[config.mk]
export PLATFORM = sky130hd
export DESIGN_NAME = mem_arbiter
export DESIGN_NICKNAME = d
export VERILOG_FILES = /design/src/rtl/mem_arb_pkg.sv /design/src/rtl/mem_rr_pick.sv /design/src/rtl/mem_arbiter.sv
export SDC_FILE = /design/constraint.sdc
export NUM_CORES = 1
export LEC_CHECK = 0
export ABC_AREA = 1
export BUFFER_PORTS_ARGS = -buffer_cell sky130_fd_sc_hd__buf_2
export CAP_MARGIN = 20
export CORE_MARGIN = 4
export CORE_UTILIZATION = 48
export DETAILED_ROUTE_END_ITERATION = 8
export PLACE_DENSITY = 0.88
export SYNTH_ARGS = -nofsm -noshare
export SYNTH_HDL_FRONTEND = slang
export SYNTH_SLANG_ARGS = --single-unit
[constraint.sdc]
create_clock -name clk -period 1.85 [get_ports clk]
set_clock_uncertainty 0.2 [all_clocks]
set_input_delay 0.185 -clock clk [delete_from_list [all_inputs] [get_ports clk]]
set_output_delay 0.185 -clock clk [all_outputs]
set_load 0.02 [all_outputs]
[src/rtl/mem_arb_pkg.sv]
// +--------------------------------------------------------------------+
// | mem_arb_pkg : shared types for the two-requester memory arbiter    |
// | Rev 1.0                                                            |
// +--------------------------------------------------------------------+
`default_nettype none

package mem_arb_pkg;

  localparam int NUM_REQ = 2;

  typedef enum logic [1:0] {
    IDLE  = 2'd0,
    ISSUE = 2'd1,
    RESP  = 2'd2
  } state_t;

  typedef logic req_id_t;

endpackage

`default_nettype wire

[src/rtl/mem_rr_pick.sv]
// +--------------------------------------------------------------------+
// | mem_rr_pick : two-way round-robin pick, valid vector -> one-hot    |
// | Rev 1.0                                                            |
// +--------------------------------------------------------------------+
`default_nettype none

module mem_rr_pick
  import mem_arb_pkg::*;
(
  input  logic [NUM_REQ-1:0] valid,
  input  req_id_t            last,
  output logic [NUM_REQ-1:0] grant
);

  // On contention the requester that was not served last wins.
  always_comb begin
    grant = '0;
    case (valid)
      2'b01:   grant = 2'b01;
      2'b10:   grant = 2'b10;
      2'b11:   grant = (last == 1'b1) ? 2'b01 : 2'b10;
      default: grant = '0;
    endcase
  end

endmodule

`default_nettype wire

[src/rtl/mem_arbiter.sv]
// +--------------------------------------------------------------------+
// | mem_arbiter : round-robin front end of the single-port memory      |
// | Rev 1.0                                                            |
// +--------------------------------------------------------------------+
`default_nettype none

module mem_arbiter
  import mem_arb_pkg::*;
#(
  parameter int ADDR_WIDTH = 6,
  parameter int WIDTH      = 16,
  parameter int TIMEOUT    = 15
) (
  input  logic                  clk,
  input  logic                  rst,
  input  logic                  r0_valid,
  output logic                  r0_ready,
  input  logic                  r0_wr_rd,
  input  logic [ADDR_WIDTH-1:0] r0_addr,
  input  logic [WIDTH-1:0]      r0_wdata,
  output logic [WIDTH-1:0]      r0_rdata,
  output logic                  r0_rvalid,
  input  logic                  r1_valid,
  output logic                  r1_ready,
  input  logic                  r1_wr_rd,
  input  logic [ADDR_WIDTH-1:0] r1_addr,
  input  logic [WIDTH-1:0]      r1_wdata,
  output logic [WIDTH-1:0]      r1_rdata,
  output logic                  r1_rvalid,
  output logic                  m_valid,
  input  logic                  m_ready,
  output logic                  m_wr_rd,
  output logic [ADDR_WIDTH-1:0] m_addr,
  output logic [WIDTH-1:0]      m_wdata,
  input  logic [WIDTH-1:0]      m_rdata,
  output logic                  err
);

  localparam int CNT_W = $clog2(TIMEOUT + 1);

  state_t                 r_state, w_state_nxt;
  req_id_t                r_last, r_owner;
  logic                   r_wr_rd;
  logic [ADDR_WIDTH-1:0]  r_addr;
  logic [WIDTH-1:0]       r_wdata;
  logic [CNT_W-1:0]       r_cnt;
  logic                   r_err;
  logic [WIDTH-1:0]       r_rdata0, r_rdata1;

  logic [NUM_REQ-1:0]     w_valid, w_grant;
  logic                   w_idle, w_issue, w_accept, w_timeout, w_rd_done;
  req_id_t                w_gid;

  assign w_valid = {r1_valid, r0_valid};

  mem_rr_pick u_pick (
    .valid (w_valid),
    .last  (r_last),
    .grant (w_grant)
  );

  assign w_idle    = (r_state == IDLE);
  assign w_issue   = (r_state == ISSUE);
  assign w_accept  = w_idle && (|w_grant);
  assign w_gid     = req_id_t'(w_grant[1]);
  assign w_rd_done = w_issue && m_ready && !r_wr_rd;
  // Last wait cycle without m_ready: abort instead of waiting further.
  assign w_timeout = w_issue && !m_ready && (r_cnt == CNT_W'(TIMEOUT - 1));

  always_comb begin
    w_state_nxt = r_state;
    case (r_state)
      IDLE:    if (w_accept) w_state_nxt = ISSUE;
      ISSUE: begin
        if (m_ready)        w_state_nxt = r_wr_rd ? IDLE : RESP;
        else if (w_timeout) w_state_nxt = IDLE;
      end
      RESP:    w_state_nxt = IDLE;
      default: w_state_nxt = IDLE;
    endcase
  end

  always_ff @(posedge clk or negedge rst) begin
    if (!rst) begin
      r_state  <= IDLE;
      r_last   <= 1'b1;
      r_owner  <= 1'b0;
      r_wr_rd  <= 1'b0;
      r_addr   <= '0;
      r_wdata  <= '0;
      r_cnt    <= '0;
      r_err    <= 1'b0;
      r_rdata0 <= '0;
      r_rdata1 <= '0;
    end else begin
      r_state <= w_state_nxt;
      r_err   <= w_timeout;
      if (w_accept) begin
        r_wr_rd <= w_gid ? r1_wr_rd : r0_wr_rd;
        r_addr  <= w_gid ? r1_addr  : r0_addr;
        r_wdata <= w_gid ? r1_wdata : r0_wdata;
        r_owner <= w_gid;
        r_last  <= w_gid;
        r_cnt   <= '0;
      end else if (w_issue && !m_ready) begin
        r_cnt <= r_cnt + 1'b1;
      end
      if (w_rd_done) begin
        if (r_owner) r_rdata1 <= m_rdata;
        else         r_rdata0 <= m_rdata;
      end
    end
  end

  assign r0_ready  = w_idle && w_grant[0];
  assign r1_ready  = w_idle && w_grant[1];
  assign r0_rvalid = (r_state == RESP) && (r_owner == 1'b0);
  assign r1_rvalid = (r_state == RESP) && (r_owner == 1'b1);
  assign r0_rdata  = r_rdata0;
  assign r1_rdata  = r_rdata1;

  // Memory sees nothing but zeros unless a transaction is in flight.
  assign m_valid = w_issue;
  assign m_wr_rd = w_issue && r_wr_rd;
  assign m_addr  = w_issue ? r_addr : '0;
  assign m_wdata = (w_issue && r_wr_rd) ? r_wdata : '0;
  assign err     = r_err;

endmodule

`default_nettype wire

==> flow_summary.ini <==
[drt]
drt_pass1_iterations = 6
drc_errors = 0
viasPerCell = 5.075
routedWlPerCell_um = 15.89
vias = 3456
first_iter_violations = 358
ant_nets = 0
finalWirelength_um = 10820

[outcome]
status = finished with violations
violations = setup timing

[pwr]
finalPower_mw = 6.988
vdd_drop_max_mv = 0.8726
power.leakage_nw = 2.755
power_density_nw_per_um2 = 1453

[worst_setup_path]
timing.rr.end = r1_rdata[5]$_DFFE_PN0P_
crit_chain = inv_2, nand2_4, nor2_4, inv_6, nor2_1, buf_4
cp-endpoint = m_wdata[10]
slowest_stage = dfrtp_1
critPathBufInv = 3
startpoint_type = flip-flop
critPathLaunch = r_state[1]$_DFFE_PN0P_
r2r_slack_ns = 0.08
timing.rr.start = r_state[1]$_DFFE_PN0P_
critical-path-top-delay-family = flip-flops
worstRegToRegCells = 7
cp_max_fo = 16
crit_arrival_ns = 1.47
cp-end-kind = output pin
slowest_delay_ns = 0.42
cp_data_required_time_ns = 1.46
crit_type = flip-flop to output pin
path_depth = 6

[global_routing]
grt-ovfl-total = 0
grt_use_total_pct = 26.50
antenna_found_initial = 1
grt_max_degree = 33
grt_pass1_wl_um = 16060
grt_pass1_vias = 3475

[placement]
place.gp.congestion = 0.8458
dp_hpwl_um = 5957
numPortBuffers = 127
pre_cts_slack_ns = 0.1838
dpl_cell_area_sq_um = 3856

[sta]
slew_violations = 0
fmaxAchievable_ghz = 0.5389
period_needed_ns = 1.856
worst_slack_ns = -0.005642
finalSetupTns_ns = -0.005642
slew_headroom_pct = 72.36
hold_violations = 0
tightest_slew_ns = 0.4139
finalSetupViolations = 1
finalCritPeriodShare_pct = 100.3

[finish]
fin_nets = 666
fin_area_sq_um = 4810
fin_util_pct = 75.31
drive_gt1_share_pct = 34.11
nFillCells = 422
area_delta_synth_final_pct = 51.52

[cts]
cts.sinks = 64
insertion_delay_ns = 0.33
cts_buffers = 9
htreeDepth = 3
path_clk_slew_ns = 0.08
root_buffer = clkbuf_8
cts_tree = built
clock_path_buffers = 2

[synthesis]
synthTopCellsByArea = dfrtp_1, nand2_1, o21ai_2
syn_inst = 398
ys.flop_type = dfrtp_1
ys_warn_count = 0
synth_top_area_share_pct = 49.66
avgSynthCellArea_sq_um = 7.976
synth_edf_count = 0
synth_largest_area_cell = dfrtp_1
synth.distinct_cells = 21
synth-async-reset-ratio_pct = 100.0
mappedNetlistNets = 467
netlist_area_sq_um = 3174
yosysMostFrequentCell = nand2_1
synth_seq_cells = 64
yosysSeqAreaShare_pct = 50.49
yosys-top-cells-count = nand2_1, dfrtp_1, inv_1, o21ai_2, nor2_1

[floorplanning]
num_io_pins = 128
die-width_um = 89.32
core_sq_um = 6386
rows = 29
die_area_sq_um = 7978
die_h_um = 89.32
initial_core_util_pct = 49.71

[flow_run]
drv_cap = 0

[min_path]
hold_path_class = input pin to async pin
registers in the layout (all words and copies together) (netlist names):
signal,cells
r_owner,1
r0_rdata,16
r_wdata,16
r_last,1
r1_rdata,16
r_state,2
r_cnt,4
r_wr_rd,1
r_addr,6
err,1
metrics by stage:
step           hold slack, ns  cells
2_1_floorplan         -0.3106    398
3_3_place_gp          -0.1435    595
4_1_cts               0.04935    675
6_report              0.04756    681
3_5_place_dp          -0.1380    595
5_1_grt               0.05926    679
timing repair:
| item | in CTS | in global routing |
|---|---|---|
| gates resized for setup | 6 | 22 |
| cloned | 0 | 0 |
| hold endpoints to repair | 119 | 0 |
| hold buffers | 64 | 0 |
| setup endpoints to repair | 18 | 18 |
| setup buffers | 1 | 3 |
cell families after synthesis:
kind of cell    synth area share (%)
simple gates                   29.05
buf+inv                        10.37
flops                          50.49
compound gates                 9.302
fa+ha+maj                     0.7882
worst min path at each step:
stage,from,endpoint,slack [ns],cells past startpoint
finish,rst,r0_rdata[0]$_DFFE_PN0P_,0.05,2
global placement,rst,r0_rdata[2]$_DFFE_PN0P_,-0.14,1
CTS,rst,r1_rdata[2]$_DFFE_PN0P_,0.05,2
global route,rst,r1_rdata[2]$_DFFE_PN0P_,0.06,2
detailed placement,rst,r1_rdata[2]$_DFFE_PN0P_,-0.14,1
floorplan,rst,err$_DFF_PN0_,-0.31,0
power breakdown:
part | internal [mW] | switching [mW] | leakage [nW]
clock | 0.646 | 0.533 | 0.0990
sequential | 2.02 | 0.386 | 0.806
combinational | 1.20 | 2.21 | 1.85
layout by cell type, fill, tap and decap left out, types with 3 or more instances in the layout:
cell | netlist | routed
buf_2 | 5 | 116
nor3_1 | 4 | 3
nor2_1 | 26 | 22
inv_2 | 3 | 3
nand3_1 | 7 | 7
clkbuf_8 | 0 | 10
nor2_4 | 1 | 4
nand2_1 | 184 | 182
diode_2 | 0 | 3
buf_4 | 3 | 22
inv_1 | 50 | 48
clkinv_2 | 0 | 3
o21ai_2 | 32 | 32
dfrtp_1 | 63 | 62
dlygate4sd3_1 | 0 | 64
final cells by class:
cell class | instances | area (sq um) | share of cell area, %
Tap cell | 77 | 96.34 | 2.003
Inverter | 53 | 206.4 | 4.292
Sequential cell | 64 | 1604 | 33.35
Timing Repair Buffer | 204 | 1426 | 29.66
Clock buffer | 11 | 141.4 | 2.940
Multi-Input combinational cell | 265 | 1282 | 26.66
Clock inverter | 4 | 45.04 | 0.9365
Antenna cell | 3 | 7.507 | 0.1561
layer usage:
metal / up-vias / wire length, um / track usage (%)
li1: 1590 / - / -
met1: 1558 / 3789 / 28.83
met2: 224 / 5455 / 45.81
met3: 84 / 796 / 5.161
met4: 0 / 779 / 18.94
met5: - / 0 / 0
Power figures use the tool's default switching activity.
